===== config.mk =====
export PLATFORM = sky130hd
export DESIGN_NAME = instr_fetch
export DESIGN_NICKNAME = d
export VERILOG_FILES = /design/src/rtl/upower_pkg.sv /design/src/rtl/instr_fields.sv /design/src/rtl/instr_fetch.sv
export SDC_FILE = /design/constraint.sdc
export NUM_CORES = 1
export LEC_CHECK = 0
export ABC_AREA = 0
export CAP_MARGIN = 5
export CORE_MARGIN = 2
export CORE_UTILIZATION = 30
export DETAILED_ROUTE_END_ITERATION = 7
export GPL_TIMING_DRIVEN = 1
export PLACE_DENSITY = 0.52
export SKIP_CTS_REPAIR_TIMING = 1
export SYNTH_ARGS = -nofsm -noshare
export SYNTH_HDL_FRONTEND = slang
export SYNTH_HIERARCHICAL = 1
export SYNTH_SLANG_ARGS = --single-unit

===== constraint.sdc =====
create_clock -name clk -period 10.5 [get_ports clk]
set_input_delay 1.05 -clock clk [delete_from_list [all_inputs] [get_ports clk]]
set_output_delay 1.05 -clock clk [all_outputs]
set_load 0.01 [all_outputs]

===== src/rtl/upower_pkg.sv =====
// upower_pkg: shared fetch-state encoding, instruction width and field bit positions
package upower_pkg;
    typedef enum logic [1:0] {IDLE, FETCH, HOLD, SQUASH} fetch_state_t;
    localparam int INSTR_W   = 32;
    localparam int OPCODE_HI = 31;
    localparam int OPCODE_LO = 26;
    localparam int XOX_HI    = 10;
    localparam int XOX_LO    = 1;
    localparam int XOXO_HI   = 9;
    localparam int XOXO_LO   = 1;
    localparam int XODS_HI   = 1;
    localparam int XODS_LO   = 0;
    localparam int RS_HI     = 25;
    localparam int RS_LO     = 21;
    localparam int RA_HI     = 20;
    localparam int RA_LO     = 16;
    localparam int RB_HI     = 15;
    localparam int RB_LO     = 11;
    localparam int IMM_HI    = 15;
    localparam int IMM_LO    = 0;
    localparam int AA_BIT    = 1;
    localparam int LK_BIT    = 0;
endpackage


===== src/rtl/instr_fields.sv =====
// instr_fields: pure wiring that splits a uPOWER instruction word into control and operand fields
module instr_fields
    import upower_pkg::*;
(
    input  logic [INSTR_W-1:0]           i_ir,
    output logic [OPCODE_HI-OPCODE_LO:0] o_opcode,
    output logic [XOX_HI-XOX_LO:0]       o_xox,
    output logic [XOXO_HI-XOXO_LO:0]     o_xoxo,
    output logic [XODS_HI-XODS_LO:0]     o_xods,
    output logic [RS_HI-RS_LO:0]         o_rs,
    output logic [RA_HI-RA_LO:0]         o_ra,
    output logic [RB_HI-RB_LO:0]         o_rb,
    output logic [IMM_HI-IMM_LO:0]       o_imm,
    output logic                         o_aa,
    output logic                         o_lk
);
    assign o_opcode = i_ir[OPCODE_HI:OPCODE_LO];
    assign o_xox    = i_ir[XOX_HI:XOX_LO];
    assign o_xoxo   = i_ir[XOXO_HI:XOXO_LO];
    assign o_xods   = i_ir[XODS_HI:XODS_LO];
    assign o_rs     = i_ir[RS_HI:RS_LO];
    assign o_ra     = i_ir[RA_HI:RA_LO];
    assign o_rb     = i_ir[RB_HI:RB_LO];
    assign o_imm    = i_ir[IMM_HI:IMM_LO];
    assign o_aa     = i_ir[AA_BIT];
    assign o_lk     = i_ir[LK_BIT];
endmodule


===== src/rtl/instr_fetch.sv =====
// instr_fetch: PC, imem req/ack handshake and instruction register with valid/ready output.
// Redirects always win; an outstanding memory request is completed and discarded, never dropped.
module instr_fetch
    import upower_pkg::*;
#(
    parameter int            AW       = 64,
    parameter logic [AW-1:0] RESET_PC = '0
) (
    input  logic               clk,
    input  logic               rst,
    output logic               imem_req,
    output logic [AW-1:0]      imem_addr,
    input  logic               imem_ack,
    input  logic [INSTR_W-1:0] imem_rdata,
    input  logic               redirect_valid,
    input  logic [AW-1:0]      redirect_target,
    output logic               out_valid,
    input  logic               out_ready,
    output logic [AW-1:0]      out_pc,
    output logic [INSTR_W-1:0] out_instr,
    output logic [5:0]         opcode,
    output logic [9:0]         xox,
    output logic [8:0]         xoxo,
    output logic [1:0]         xods,
    output logic [4:0]         rs,
    output logic [4:0]         ra,
    output logic [4:0]         rb,
    output logic [15:0]        imm,
    output logic               aa,
    output logic               lk
);
    fetch_state_t       r_state;
    logic [AW-1:0]      r_pc;
    logic [AW-1:0]      r_pend;
    logic [AW-1:0]      r_out_pc;
    logic [INSTR_W-1:0] r_ir;
    logic [AW-1:0]      w_tgt;

    assign w_tgt = redirect_target & ~AW'(3);
    // pc is not advanced while a squashed request is in flight, so it is always the live address
    assign imem_addr = r_pc;
    assign imem_req  = (r_state == FETCH) || (r_state == SQUASH);
    assign out_valid = r_state == HOLD;
    assign out_pc    = r_out_pc;
    assign out_instr = r_ir;

    always_ff @(posedge clk or posedge rst) begin
        if (rst) begin
            r_state  <= IDLE;
            r_pc     <= RESET_PC;
            r_pend   <= RESET_PC;
            r_out_pc <= '0;
            r_ir     <= '0;
        end else begin
            case (r_state)
                IDLE: begin
                    if (redirect_valid) r_pc <= w_tgt;
                    r_state <= FETCH;
                end
                FETCH: begin
                    if (redirect_valid && imem_ack) begin
                        r_pc <= w_tgt;
                    end else if (redirect_valid) begin
                        r_pend  <= w_tgt;
                        r_state <= SQUASH;
                    end else if (imem_ack) begin
                        r_ir     <= imem_rdata;
                        r_out_pc <= r_pc;
                        r_pc     <= r_pc + AW'(4);
                        r_state  <= HOLD;
                    end
                end
                HOLD: begin
                    if (redirect_valid) r_pc <= w_tgt;
                    if (redirect_valid || out_ready) r_state <= FETCH;
                end
                default: begin
                    if (imem_ack) begin
                        r_pc    <= redirect_valid ? w_tgt : r_pend;
                        r_state <= FETCH;
                    end else if (redirect_valid) begin
                        r_pend <= w_tgt;
                    end
                end
            endcase
        end
    end

    instr_fields u_fields (
        .i_ir     (r_ir),
        .o_opcode (opcode),
        .o_xox    (xox),
        .o_xoxo   (xoxo),
        .o_xods   (xods),
        .o_rs     (rs),
        .o_ra     (ra),
        .o_rb     (rb),
        .o_imm    (imm),
        .o_aa     (aa),
        .o_lk     (lk)
    );
endmodule

; Yosys cells after proc, flatten, opt, wreduce, memory -nomap -nowiden
; Cells that the tools add are included.
[word_totals]
reg_bits = 226
inputBits = 101
[op_classes]
add_sub_neg = 1
n_eq_ne = 10
muxes = 16
bitwise = 3
n_reduce_logical = 11
[op_table]
columns = operator, count
row1 = $mux W64, 8
row2 = $pmux W64 S2, 2
row3 = $add A64 B3 Y64 const B, 1
row4 = $reduce_and A4 Y1, 3
row5 = $mux W2, 5
row6 = $ne A2 B1 Y1 const B, 3
row7 = $ne A3 B2 Y1 const B, 2
row8 = $pmux W2 S3, 1
row9 = $eq A2 B2 Y1 const B, 2
row10 = $reduce_bool A4 Y1, 1
row11 = $ne A3 B3 Y1 const B, 1
row12 = $not A1 Y1, 3
row13 = $reduce_and A3 Y1, 1
row14 = $reduce_bool A3 Y1, 1
row15 = $eq A2 B1 Y1 const B, 1
row16 = $logic_not A2 Y1, 1
row17 = $logic_or A1 B1 Y1, 2
row18 = $ne A2 B2 Y1 const B, 1
row19 = $reduce_or A2 Y1, 1
row20 = $logic_and A1 B1 Y1, 1

; Logic depth before layout (Yosys ltp)
[depth]
ltp_word = 5
ltp_mapped = 9

; By module
; The synthesis kept the hierarchy.
[modules_own_cells]
columns = module, n_inst, cells_per_inst, area_per_inst_um2
row1 = instr_fetch, 1, 1057, 11265.8
row2 = instr_fields, 1, 60, 450.4

; Worst setup path before layout
; No wires, ideal clock.
[synth_path]
path_kind = input -> register
start = input port redirect_valid
end = register r_pend[10]
setup_time_ps = 125
t_arrival_ps = 2372
slack_ps = 8003
cell_stages = 5
path_cell_list = clkbuf_1 clkbuf_1 nand3_1 clkbuf_1 mux2_2
[synth_via]
elab_chain_cells = 3
[synth_lines]
columns = item, line
row1 = "start, declared", instr_fetch.sv:15  ; input logic redirect_valid,
row2 = $mux W64 or $logic_and A1 B1 Y1 (tied branches), -
row3 = $mux W64 (tied with other cells), -
row4 = $pmux W64 S2 or $reduce_and A3 Y1 (tied branches), -
row5 = "end signal, assigned", instr_fetch.sv:64  ; r_pend <= w_tgt;
row6 = "end signal, assigned", instr_fetch.sv:82  ; r_pend <= w_tgt;
row7 = "end, declared", instr_fetch.sv:34  ; logic [AW-1:0] r_pend;
; Several ways; a longest one is shown, not always the timed one. The select of a mux whose other input is x is not followed.
; A chain may end at the register's enable or synchronous reset.

; Final worst setup path
[layout_path]
start = input port imem_ack
end = register r_pc[47] (netlist: imem_addr[47])
[layout_via]
elab_chain_cells = 3
[layout_lines]
columns = item, line
row1 = "start, declared", instr_fetch.sv:13  ; input logic imem_ack,
row2 = $logic_and A1 B1 Y1, instr_fetch.sv:61  ; if (redirect_valid && imem_ack) begin
row3 = $ne A3 B2 Y1 (no source line) or $mux W64 (tied branches), -
row4 = $reduce_and A4 Y1 (no source line) or $pmux W64 S2 (tied branches), -
row5 = "end signal, assigned", instr_fetch.sv:57  ; if (redirect_valid) r_pc <= w_tgt;
row6 = "end signal, assigned", instr_fetch.sv:62  ; r_pc <= w_tgt;
row7 = "end signal, assigned", instr_fetch.sv:69  ; r_pc <= r_pc + AW'(4);
row8 = "end, declared", instr_fetch.sv:33  ; logic [AW-1:0] r_pc;
; Several ways; a longest one is shown, not always the timed one.

==> impl_metrics.tcl <==
set metrics [dict create \
    synth_edf_count 0 \
    drc 0 \
    dr.first_iter.drc_count 647 \
    antenna_found_initial 6 \
    maxSlewHeadroom_pct 24.7 \
    synth_fa_ha_area_share_pct 0.107 \
    hold_slack_ns 0.486 \
    core_area_mm2 0.0386 \
    cp.arrival_ns 3.89 \
    dr.pass1.iters 6 \
    avgSynthCellArea_um2 10.5 \
    clk_pin_slew_ns 0.06 \
    die_w_um 202 \
    ys_ff_latch 226 \
    dp_hpwl_um 27100 \
    r2r-start "r_state[0]" \
    final_cell_mix "320 x clkdlybuf4s50_1, 225 x dfrtp_1, 150 x mux2_2" \
    ys_top_cells_by_area "dfrtp_1 48%, mux2_2 14%, buf_4 3.9%, nand2_1 3.3%, o21ai_0 3.2%" \
    cp_max_fo 23 \
    maxSlewViolCount 0 \
    syn_nets 1219 \
    grt_util_met2_pct 31.6 \
    synth_top_area_share_pct 48.3 \
    synth_top_family_by_area "compound AO/OA/AOI/OAI gates" \
    port_buffers 320 \
    start_util_pct 30.4 \
    synth_top_area_cell "dfrtp_1" \
    critPathRequiredTime_ns 10.96 \
    fin_tns_setup_ns 0 \
    fill_cells 3815 \
    syn_area_mm2 0.0117 \
    die_area_mm2 0.0407 \
    ff2ff_path_depth 4 \
    use_met3_pct 4.78 \
    cts_buffer_depth 3 \
    drive_gt1_share_pct 16.7 \
    synth_warnings 6 \
    tightest_slew_ns 1.12 \
    globalplace.congestion 0.810 \
    synth_xor_area_share_pct 0.224 \
    worstSetupPathType "in2reg" \
    skew_ns 0.0114 \
    cts_max_level 1 \
    num-nets-final 1446 \
    start_kind "input pin" \
    status "finished clean" \
    grt_setup_unrepaired "no" \
    synth_flop_cell "dfrtp_1" \
    yosys.area_share.simple_pct 14.5 \
    synth_compound_area_share_pct 14.9 \
    cts_root_buffer "clkbuf_16" \
    setup_viol 0 \
    synthDistinctLibCells 74 \
    cp-endpoint "imem_addr[47]" \
    vias 9986 \
    power.leakage_uw 0.00627 \
    grt_usage_pct 18.9 \
    muxShareOfSynthArea_pct 14.6 \
    layout_min_cycle_time_ns 3.43 \
    grt_overflow 0 \
    power_density_mw_per_mm2 245 \
    fin_cells 1882 \
    fin_ws_ns 7.07 \
    post-route-period-util_pct 32.7 \
    r2r_slack_ns 7.13 \
    final_common_cell "clkdlybuf4s50_1" \
    max-cap-violations 0 \
    ant_nets 0 \
    irDropWorstVdd_v 0.000167 \
    routed_wl_um 39400 \
    globalRouteMet1Util_pct 24.9 \
    io_pins 323 \
    insertion_delay_ns 0.56 \
    routedWlPerCell_um 21.0 \
    grt_first_pass_wirelength_um 60700 \
    die_height_um 202 \
    async_reset_ff_share_pct 100 \
    postSynthCellCount 1117 \
    grt_max_degree 109 \
    r2r-end "out_pc[47]" \
    finalInstanceArea_mm2 0.0159 \
    cts_tree "built" \
    areaGrowthSynthToFinish_pct 35.6 \
    finalHoldViolations 0 \
    dp_cells 1831 \
    via_per_inst 5.31 \
    fmax_ghz 0.291 \
    hold_path_class "reg2reg" \
    cp-end-kind "flop" \
    cp-startpoint "imem_ack" \
    ys_seq_area_share_pct 48.3 \
    placed_cell_area_mm2 0.0149 \
    grt_pass1_vias 9685 \
    busiest_layer "met2" \
    preCtsSetupSlack_ns 6.51 \
    core.rowCount 72 \
    cts_made_buffers 29 \
    cts.sinks 226 \
]
==> layout make-up <==
cell class | count | area (µm²) | share of cell area (%)
inverters | 28 | 113 | 0.709
clock buffers | 42 | 855 | 5.38
diodes | 1 | 2.50 | 0.0158
flip-flops and latches | 226 | 5660 | 35.6
clock inverters | 8 | 115 | 0.725
repair buffers | 331 | 3290 | 20.7
well taps | 518 | 648 | 4.08
multi-input cells | 728 | 5210 | 32.8
==> critical path, stage by stage <==
cell	delay [ns]
clkdlybuf4s50_1	0.68
nand2b_1	0.50
nand2_1	0.50
buf_4	0.39
a2bb2oi_1	0.35
a221oi_1	0.15
a211oi_1	0.25
==> cell usage after synthesis (5+ instances only) <==
master	n
inv_1	28
a21oi_1	32
buf_1	6
o31ai_1	6
clkbuf_1	42
and4_1	15
nand4_1	17
buf_4	61
nor2_1	40
or3_1	7
nand2_1	102
a2bb2oi_1	15
a32oi_1	10
a31oi_1	10
a22oi_1	6
dfrtp_1	226
buf_2	25
o22ai_1	19
nor3_1	27
and2_1	7
o31a_1	5
nor4_1	7
a221oi_1	6
o21ai_0	74
a311oi_1	7
nand3_1	35
nand2b_1	5
o22a_1	6
a211oi_1	11
and3_1	22
a222oi_1	9
mux2_2	150
==> per-layer routing <==
layer  wire (µm)  share of wire [%]
met5          68               0.17
met4         734                1.9
met3        2710                6.9
met2       18700                 47
met1       17200                 44
==> how the worst min path moves through the flow <==
stage / from / depth (start not counted) / slack, ns / end
3_5_place_dp: r_pend[61] / 2 / 0.47 / r_pend[61]
5_1_grt: r_pend[1] / 1 / 0.52 / r_pend[1]
4_1_cts: r_pend[44] / 2 / 0.49 / r_pend[44]
2_1_floorplan: r_pend[60] / 2 / 0.45 / r_pend[60]
3_3_place_gp: r_pend[61] / 2 / 0.46 / r_pend[61]
6_report: r_pend[44] / 2 / 0.49 / r_pend[44]
==> logic make-up (layout without fill, tap and decap cells) <==
group,after synthesis,after routing
AOI/OAI and AO/OA,253,253
xor gates and xnor gates,3,3
adders and majority gates,1,1
buffers and inverters,163,409
DFF,226,226
muxes,152,152
other,0,1
and+or+nand+nor,319,319
==> registers in the layout, indices dropped and copies added, names as in the netlist <==
name	count
imem_addr	64
out_pc	64
r_pend	64
out_instr	32
r_state	2
==> power breakdown <==
part	total, µW	switching (µW)	internal (µW)
Combinational	1410	571	837
Clock	1020	388	630
Sequential	1460	311	1150
Total	3890	1270	2620
==> metrics by stage <==
stage          total power [µW]  util, %
4_1_cts                    3940     41.2
2_1_floorplan              2120        -
5_1_grt                    4110     41.2
3_5_place_dp               2900     38.7
3_3_place_gp               2870     38.7
6_report                   3890     41.2
No activity file was read; power rests on OpenSTA's default activity.
